### src/rtl/ix_pkg.sv
// Shared encodings for the execute stage: ALU op codes, branch conditions
// and the mult/div sequencer states.
package ix_pkg;

  typedef enum logic [5:0] {
    OP_ADD   = 6'd0,
    OP_SUB   = 6'd1,
    OP_AND   = 6'd2,
    OP_OR    = 6'd3,
    OP_XOR   = 6'd4,
    OP_NOR   = 6'd5,
    OP_SLT   = 6'd6,
    OP_SLTU  = 6'd7,
    OP_SLL   = 6'd8,
    OP_SRL   = 6'd9,
    OP_SRA   = 6'd10,
    OP_LUI   = 6'd11,
    OP_MULT  = 6'd12,
    OP_MULTU = 6'd13,
    OP_DIV   = 6'd14,
    OP_DIVU  = 6'd15,
    OP_MFHI  = 6'd16,
    OP_MFLO  = 6'd17,
    OP_MTHI  = 6'd18,
    OP_MTLO  = 6'd19
  } alu_op_e;

  typedef enum logic [1:0] {
    BR_BEQ  = 2'd0,
    BR_BNE  = 2'd1,
    BR_BLEZ = 2'd2,
    BR_BGTZ = 2'd3
  } br_type_e;

  typedef enum logic [1:0] {
    MD_IDLE = 2'd0,
    MD_RUN  = 2'd1,
    MD_DONE = 2'd2
  } md_state_e;

  function automatic logic is_md_op(input logic [5:0] op);
    return (op == OP_MULT) || (op == OP_MULTU) || (op == OP_DIV) || (op == OP_DIVU);
  endfunction

  function automatic logic is_hilo_op(input logic [5:0] op);
    return is_md_op(op) || (op == OP_MFHI) || (op == OP_MFLO) ||
           (op == OP_MTHI) || (op == OP_MTLO);
  endfunction

endpackage

### src/rtl/ix_muldiv_unit.sv
// Iterative multiply/divide unit: one shift-add or restoring-subtract step per
// clock on operand magnitudes, sign fix-up in the final cycle, HI/LO storage.
module ix_muldiv_unit
  import ix_pkg::*;
#(
  parameter int XLEN      = 32,
  parameter int MD_CYCLES = 32
) (
  input  logic            clk,
  input  logic            rst,
  input  logic            start,
  input  logic            is_div,
  input  logic            is_unsigned,
  input  logic [XLEN-1:0] a,
  input  logic [XLEN-1:0] b,
  input  logic            hi_we,
  input  logic            lo_we,
  input  logic [XLEN-1:0] wdata,
  output logic [XLEN-1:0] hi,
  output logic [XLEN-1:0] lo,
  output logic            busy
);

  localparam int CW = $clog2(MD_CYCLES + 1);

  md_state_e       state;
  logic [CW-1:0]   count;
  logic [XLEN-1:0] acc_hi, acc_lo, op_q, dividend;
  logic            neg_a, neg_b, div_op, b_zero;

  logic            sa, sb;
  logic [XLEN-1:0] mag_a, mag_b;
  logic [XLEN-1:0] step_hi, step_lo;
  logic [XLEN:0]   sum, r_shift;
  logic [XLEN+1:0] diff;
  logic [XLEN-1:0] fix_hi, fix_lo;

  function automatic logic [XLEN-1:0] neg_if(input logic [XLEN-1:0] v, input logic n);
    return n ? (~v + 1'b1) : v;
  endfunction

  function automatic logic [2*XLEN-1:0] neg64_if(input logic [2*XLEN-1:0] v, input logic n);
    return n ? (~v + 1'b1) : v;
  endfunction

  assign sa    = !is_unsigned && a[XLEN-1];
  assign sb    = !is_unsigned && b[XLEN-1];
  assign mag_a = neg_if(a, sa);
  assign mag_b = neg_if(b, sb);
  assign busy  = (state != MD_IDLE);

  // One iteration: multiply consumes the multiplier LSB-first from acc_lo,
  // divide shifts the dividend out of acc_lo into the partial remainder.
  always_comb begin
    sum     = {1'b0, acc_hi} + (acc_lo[0] ? {1'b0, op_q} : '0);
    r_shift = {acc_hi, acc_lo[XLEN-1]};
    diff    = {1'b0, r_shift} - {2'b00, op_q};
    if (div_op) begin
      if (!diff[XLEN+1]) begin
        step_hi = diff[XLEN-1:0];
        step_lo = {acc_lo[XLEN-2:0], 1'b1};
      end else begin
        step_hi = r_shift[XLEN-1:0];
        step_lo = {acc_lo[XLEN-2:0], 1'b0};
      end
    end else begin
      {step_hi, step_lo} = {sum, acc_lo[XLEN-1:1]};
    end
  end

  always_comb begin
    if (div_op) begin
      if (b_zero) begin
        fix_lo = '1;
        fix_hi = dividend;
      end else begin
        fix_lo = neg_if(acc_lo, neg_a ^ neg_b);
        fix_hi = neg_if(acc_hi, neg_a);
      end
    end else begin
      {fix_hi, fix_lo} = neg64_if({acc_hi, acc_lo}, neg_a ^ neg_b);
    end
  end

  always_ff @(posedge clk or posedge rst) begin
    if (rst) begin
      state <= MD_IDLE;
      count <= '0;
      hi    <= '0;
      lo    <= '0;
    end else begin
      case (state)
        MD_IDLE: begin
          if (start) begin
            state <= MD_RUN;
            count <= CW'(MD_CYCLES);
          end else begin
            if (hi_we) hi <= wdata;
            if (lo_we) lo <= wdata;
          end
        end
        MD_RUN: begin
          count <= count - 1'b1;
          if (count == CW'(1)) state <= MD_DONE;
        end
        MD_DONE: begin
          hi    <= fix_hi;
          lo    <= fix_lo;
          state <= MD_IDLE;
        end
        default: state <= MD_IDLE;
      endcase
    end
  end

  // Datapath registers carry no reset; they are always loaded on issue.
  always_ff @(posedge clk) begin
    if (state == MD_IDLE && start) begin
      div_op   <= is_div;
      neg_a    <= sa;
      neg_b    <= sb;
      b_zero   <= (b == '0);
      dividend <= a;
      acc_hi   <= '0;
      acc_lo   <= is_div ? mag_a : mag_b;
      op_q     <= is_div ? mag_b : mag_a;
    end else if (state == MD_RUN) begin
      acc_hi <= step_hi;
      acc_lo <= step_lo;
    end
  end

endmodule

### src/rtl/ix_execute_stage.sv
// Execute stage: single-cycle ALU/shifter, branch and jump resolution, and the
// HI/LO interlock around the iterative mult/div unit.
module ix_execute_stage
  import ix_pkg::*;
#(
  parameter int XLEN      = 32,
  parameter int MD_CYCLES = 32
) (
  input  logic            clk,
  input  logic            rst,
  input  logic            bubble_in,
  input  logic [31:0]     pc_in,
  input  logic [31:0]     ir_in,
  input  logic [XLEN-1:0] A_in,
  input  logic [XLEN-1:0] B_in,
  input  logic [5:0]      alu_op_in,
  input  logic            op2_sel_in,
  input  logic [5:0]      shift_amount_in,
  input  logic            is_branch_in,
  input  logic [1:0]      branch_type_in,
  input  logic            is_jump_in,
  input  logic            is_jal_in,
  input  logic            is_jr_in,
  output logic [XLEN-1:0] alu_result_out,
  output logic [XLEN-1:0] B_fwd_out,
  output logic            redirect_out,
  output logic [31:0]     redirect_pc_out,
  output logic            stall_out,
  output logic            md_busy_out
);

  logic            valid;
  logic            logic_op;
  logic [XLEN-1:0] op2, hi, lo;
  logic [31:0]     pc4, br_target, j_target;
  logic [4:0]      shamt;
  logic            br_taken;
  logic            md_start;
  logic            unused_bits;

  assign valid     = !bubble_in && !rst;
  assign logic_op  = (alu_op_in == OP_AND) || (alu_op_in == OP_OR) || (alu_op_in == OP_XOR);
  assign op2       = op2_sel_in ? (logic_op ? {{(XLEN-16){1'b0}}, ir_in[15:0]}
                                            : {{(XLEN-16){ir_in[15]}}, ir_in[15:0]})
                                : B_in;
  assign shamt     = shift_amount_in[4:0];
  assign pc4       = pc_in + 32'd4;
  assign br_target = pc4 + {{14{ir_in[15]}}, ir_in[15:0], 2'b00};
  assign j_target  = {pc4[31:28], ir_in[25:0], 2'b00};
  assign B_fwd_out = B_in;
  assign unused_bits = ^{ir_in[31:26], shift_amount_in[5]};

  always_comb begin
    br_taken = 1'b0;
    case (branch_type_in)
      BR_BEQ:  br_taken = (A_in == B_in);
      BR_BNE:  br_taken = (A_in != B_in);
      BR_BLEZ: br_taken = ($signed(A_in) <= 0);
      BR_BGTZ: br_taken = ($signed(A_in) > 0);
      default: br_taken = 1'b0;
    endcase
  end

  assign redirect_out    = valid && ((is_branch_in && br_taken) || is_jump_in || is_jr_in);
  assign redirect_pc_out = is_jr_in ? A_in[31:0] : (is_jump_in ? j_target : br_target);

  // Anything touching HI/LO waits while the unit iterates; the interlocked
  // ops are never control flow, so stall and redirect cannot coincide.
  assign stall_out = valid && md_busy_out && is_hilo_op(alu_op_in);
  assign md_start  = valid && !stall_out && is_md_op(alu_op_in);

  always_comb begin
    alu_result_out = '0;
    if (valid) begin
      if (is_jal_in) begin
        alu_result_out = XLEN'(pc4);
      end else begin
        case (alu_op_in)
          OP_ADD:  alu_result_out = A_in + op2;
          OP_SUB:  alu_result_out = A_in - op2;
          OP_AND:  alu_result_out = A_in & op2;
          OP_OR:   alu_result_out = A_in | op2;
          OP_XOR:  alu_result_out = A_in ^ op2;
          OP_NOR:  alu_result_out = ~(A_in | op2);
          OP_SLT:  alu_result_out = {{(XLEN-1){1'b0}}, $signed(A_in) < $signed(op2)};
          OP_SLTU: alu_result_out = {{(XLEN-1){1'b0}}, A_in < op2};
          OP_SLL:  alu_result_out = op2 << shamt;
          OP_SRL:  alu_result_out = op2 >> shamt;
          OP_SRA:  alu_result_out = $signed(op2) >>> shamt;
          OP_LUI:  alu_result_out = {ir_in[15:0], 16'h0000};
          OP_MFHI: alu_result_out = hi;
          OP_MFLO: alu_result_out = lo;
          default: alu_result_out = '0;
        endcase
      end
    end
  end

  ix_muldiv_unit #(
    .XLEN      (XLEN),
    .MD_CYCLES (MD_CYCLES)
  ) u_muldiv (
    .clk         (clk),
    .rst         (rst),
    .start       (md_start),
    .is_div      (alu_op_in[1]),
    .is_unsigned (alu_op_in[0]),
    .a           (A_in),
    .b           (B_in),
    .hi_we       (valid && !stall_out && alu_op_in == OP_MTHI),
    .lo_we       (valid && !stall_out && alu_op_in == OP_MTLO),
    .wdata       (A_in),
    .hi          (hi),
    .lo          (lo),
    .busy        (md_busy_out)
  );

endmodule

### config.mk
export PLATFORM = sky130hd
export DESIGN_NAME = ix_execute_stage
export DESIGN_NICKNAME = d
export VERILOG_FILES = /design/src/rtl/ix_pkg.sv /design/src/rtl/ix_muldiv_unit.sv /design/src/rtl/ix_execute_stage.sv
export SDC_FILE = /design/constraint.sdc
export NUM_CORES = 2
export LEC_CHECK = 0
export CORE_MARGIN = 2
export CORE_UTILIZATION = 55
export CTS_BUF_LIST = sky130_fd_sc_hd__clkbuf_16
export CTS_CLUSTER_SIZE = 24
export DETAILED_ROUTE_END_ITERATION = 10
export PLACE_DENSITY = 0.79
export SLEW_MARGIN = 10
export SYNTH_ARGS = -nofsm -noshare
export SYNTH_HDL_FRONTEND = slang
export SYNTH_SLANG_ARGS = --single-unit
### constraint.sdc
create_clock -name clk -period 5.22 [get_ports clk]
set_input_delay 0.522 -clock clk [delete_from_list [all_inputs] [get_ports clk]]
set_output_delay 0.522 -clock clk [all_outputs]
set_load 0.02 [all_outputs]
==> results.toml, run 1 <==
[yosys]
synth_xor_area_share_pct = 7.51
synth_top_family_by_area = "compound AO/OA/AOI/OAI gates"
synth_edf_count = 100
ys_warn_count = 0
synthCells = 4099
synth-seq-cells = 204
async_flop_share_pct = 35.3
yosys.area.top_type_share_pct = 10.1
synthesis.nets = 4451
synth_common_cells = "nor2_1, nand2_1, a21oi_1, o21ai_0, clkbuf_1"
yosys.area.top_type = "edfxtp_1"
synthMuxAreaShare_pct = 7.12
synth_cell_types = 105
synth.most_common_cell = "nor2_1"
avgSynthCellArea_um2 = 7.26
synth_compound_area_share_pct = 30.9
syn-cell-area_mm2 = 0.0297
synthSimpleGateAreaFrac_pct = 20.3
ys_seq_area_share_pct = 18.3
synth_fa_ha_area_share_pct = 8.62
synthTopCellsByArea = "edfxtp_1, ha_1, a21oi_1"
ys.flop_type = "edfxtp_1"

[grt]
grt_pass1_wl_um = 263000
grt_overflow_total = 4
grt_pass1_vias = 39100
grt_usage_pct = 63.8
grt_max_degree = 86

[outcome]
haltStage = "global routing"
status = "aborted with a tool error"
firstError = "[ERROR GRT-0116] Global routing finished with congestion. Check the congestion regions in the DRC Viewer."

[die]
die_x_um = 237
die_h_um = 237
initial_core_util_pct = 55.5
io_pins = 249
rows = 85

[clock_network]
cts.path.max_buffers = 3
htree_levels = 1
cts_hold_buf = 0
numCtsBuffers = 19
cts-root-buf = "clkbuf_16"
clock_sinks = 204

[placed_design]
place_congestion = 1.22
portBuffers = 241
place_area_mm2 = 0.0366
dp_hpwl_um = 136000
[cell families after synthesis]
| logic type | Yosys count |
|---|---|
| AOI/OAI and AO/OA | 1421 |
| xor gates and xnor gates | 255 |
| adders and majority gates | 202 |
| buffers and inverters | 522 |
| DFF | 204 |
| muxes | 181 |
| and+or+nand+nor | 1314 |
[routing by layer]
metal,GRT usage [%],GRT overflow
met4,65.1,4
met2,88.1,0
met1,67.1,0
met3,33.8,0
met5,4.50,0
[per-stage QoR]
stage | setup TNS, ns | worst slack [ns] | util [%] | instances
4_1_cts | 0 | 0.00154 | 69.6 | 5393
3_5_place_dp | -7.15 | -0.476 | 68.2 | 5358
2_1_floorplan | 0 | 0.0348 | - | 4099
3_3_place_gp | -4.61 | -0.376 | 68.2 | 5358
[timing repair]
item,in CTS
pin swaps,4
buffers inserted,2
resized for setup,53
cloned,0
setup endpoints to repair,31
==> inputs of run 2 (changes only) <==
Settings changed: CORE_UTILIZATION 55 to 40, CTS_BUF_LIST sky130_fd_sc_hd__clkbuf_16 to unset, CTS_CLUSTER_SIZE 24 to unset, PLACE_DENSITY 0.79 to unset, PLACE_DENSITY_LB_ADDON set to 0.15.
Clock period 5.22 ns to 6.8 ns, I/O delays scaled along.
==> results.toml, run 2 <==
[outcome]
status = "complete, no violations"

[cells_and_area]
ff_latch_area_mm2 = 0.00545
area_delta_synth_final_pct = 15.4
multi_input_area_mm2 = 0.0222
nFillCells = 7706
final_common_cell = "nor2_1"
nets = 4601
final_area_mm2 = 0.0343
drive_gt1_share_pct = 9.14
final_cell_mix = "nor2_1, nand2_1, a21oi_1"

[yosys]
synth-seq-cells = 204
synth_cell_types = 105
ys_warn_count = 0
avgSynthCellArea_um2 = 7.26
yosys.area.top_type_share_pct = 10.1
yosys.area.top_type = "edfxtp_1"
synth_edf_count = 100
synth.most_common_cell = "nor2_1"
synthCells = 4099
synth_xor_area_share_pct = 7.51
synthSimpleGateAreaFrac_pct = 20.3
synth_fa_ha_area_share_pct = 8.62
ys.flop_type = "edfxtp_1"
async_flop_share_pct = 35.3
ys_seq_area_share_pct = 18.3
synth_compound_area_share_pct = 30.9
synthesis.nets = 4451
synthTopCellsByArea = "edfxtp_1, ha_1, a21oi_1"
synthMuxAreaShare_pct = 7.12
synth_top_family_by_area = "compound AO/OA/AOI/OAI gates"
synth_common_cells = "nor2_1, nand2_1, a21oi_1, o21ai_0, clkbuf_1"
syn-cell-area_mm2 = 0.0297

[timing]
slew_violations = 0
fin_skew_ns = 0.0141
rsz0062_at_grt = "no"
hold_viol = 0
final.setup.tns_ns = 0
period_share_pct = 96.2
fin_crit_ns = 6.54
slew_headroom_pct = 13.4
tightest_slew_ns = 1.30
finalSetupViolCount = 0
worst_slack_ns = 0.261
fmax_mhz = 153

[die]
io_pins = 249
rows = 99
die_area_mm2 = 0.0765
die_x_um = 277
initial_core_util_pct = 40.6
coreArea_mm2 = 0.0733
die_h_um = 277

[power]
p_per_area_mw_per_mm2 = 236
peakVddDrop_v = 0.000154
p_total_uw = 8110
leakage_uw = 0.0138

[clock_network]
cts_tree = "built"
cts.clk_slew.worst_paths_ns = 0.07
clock_sinks = 204
post_cts.repair.setup_buffers = 0
cts.path.max_buffers = 3
htree_levels = 1
cts-root-buf = "clkbuf_16"
clkLatencyLatePin_ns = 0.53
numCtsBuffers = 22
cts_hold_buf = 0
cts_resized = 0

[placed_design]
portBuffers = 241
dp_hpwl_um = 137000
place_ws_ns = 0.391
place_area_mm2 = 0.0335
place_congestion = 1.11

[routing]
num_vias = 34800
vias_per_cell = 6.65
wl_per_cell_um = 33.0
ant_nets = 0
remaining_drc_errors = 0
dr.pass1.iters = 6
dr.first_iter.drc_count = 4194
wl_um = 173000

[grt]
grt_pass1_wl_um = 242000
grt_max_degree = 72
grt_pass1_vias = 32500
grt_usage_pct = 43.4
grt_overflow_total = 0
antenna_found_initial = 15

[setup_path]
cp_max_fo = 4
cp.required_ns = 6.12
startpoint_type = "primary input"
cp-end-kind = "primary output"
critPathKind = "primary input to primary output"
cp.arrival_ns = 5.86

[run]
drv_cap = 0

[hold_path]
hold_path.class = "flip-flop to flip-flop"
[run 2: cell counts after synthesis]
No cell type changed its count.
[run 2: metrics by stage]
step | util (%) | hold slack (ns) | instances
floorplan | - | 0.435 | 4099
global placement | 45.7 | 0.455 | 5184
detailed placement | 45.7 | 0.463 | 5184
CTS | 46.8 | 0.469 | 5224
global route | 46.8 | 0.492 | 5227
finish | 46.8 | 0.469 | 5233
[run 2: area by class of cell]
type	count	area share, %
Antenna cell	9	0.0656
Clock buffer	29	1.83
Clock inverter	11	0.481
Inverter	198	2.17
Multi-Input combinational cell	3373	64.6
Sequential cell	204	15.9
Tap cell	959	3.50
Timing Repair Buffer	450	11.5
[run 2: logic make-up (layout without fill, tap and decap cells)]
kind of cell | after synthesis | after routing
compound gates | 1421 | 1421
simple gates | 1314 | 1314
buf+inv | 522 | 688
xor+xnor | 255 | 255
flops | 204 | 204
fa+ha+maj | 202 | 202
mux | 181 | 181
other cells | 0 | 9
[run 2: power by group]
group / switching, uW / internal [uW] / leakage [uW] / total [uW]
logic: 2800 / 1750 / 0.0113 / 4550
registers: 564 / 1630 / 0.00203 / 2200
clock network: 558 / 805 / 0.000379 / 1360
total: 3930 / 4190 / 0.0138 / 8110
[run 2: critical path, stage by stage]
cell and delay [ns]:
clkdlybuf4s50_1 0.50, inv_1 0.27, o21a_1 0.26, inv_1 0.15, ha_1 0.25, fa_1 0.42
a211oi_1 0.31, o211ai_1 0.21, o221ai_1 0.45, o2111ai_1 0.32, a32oi_1 0.36, o2bb2ai_1 0.18
xnor2_1 0.26, a211oi_1 0.17, buf_4 0.17, o21ai_0 0.22, clkdlybuf4s50_1 0.67
[run 2: per-layer routing]
metal  GRT usage, %  routed length (um)
met1           50.3               63000
met2           68.0               75100
met3           8.24               15600
met4           39.3               19000
met5              0                  63
[run 2: path summary, 6_finish.rpt]
check	end	depth (start not counted)	startpoint	slack, ns
max	alu_result_out[22]	17	B_in[0]	0.26
min	u_muldiv.count[5]	1	u_muldiv.count[5]	0.47
max reg2reg	u_muldiv.acc_hi[29]	13	u_muldiv.acc_lo[31]	2.12
min reg2reg	u_muldiv.count[5]	1	u_muldiv.count[5]	0.47
max in group asynchronous	u_muldiv.hi[4]	3	rst	5.09
min in group asynchronous	u_muldiv.lo[30]	2	rst	0.54
Power figures use the tool's default switching activity.
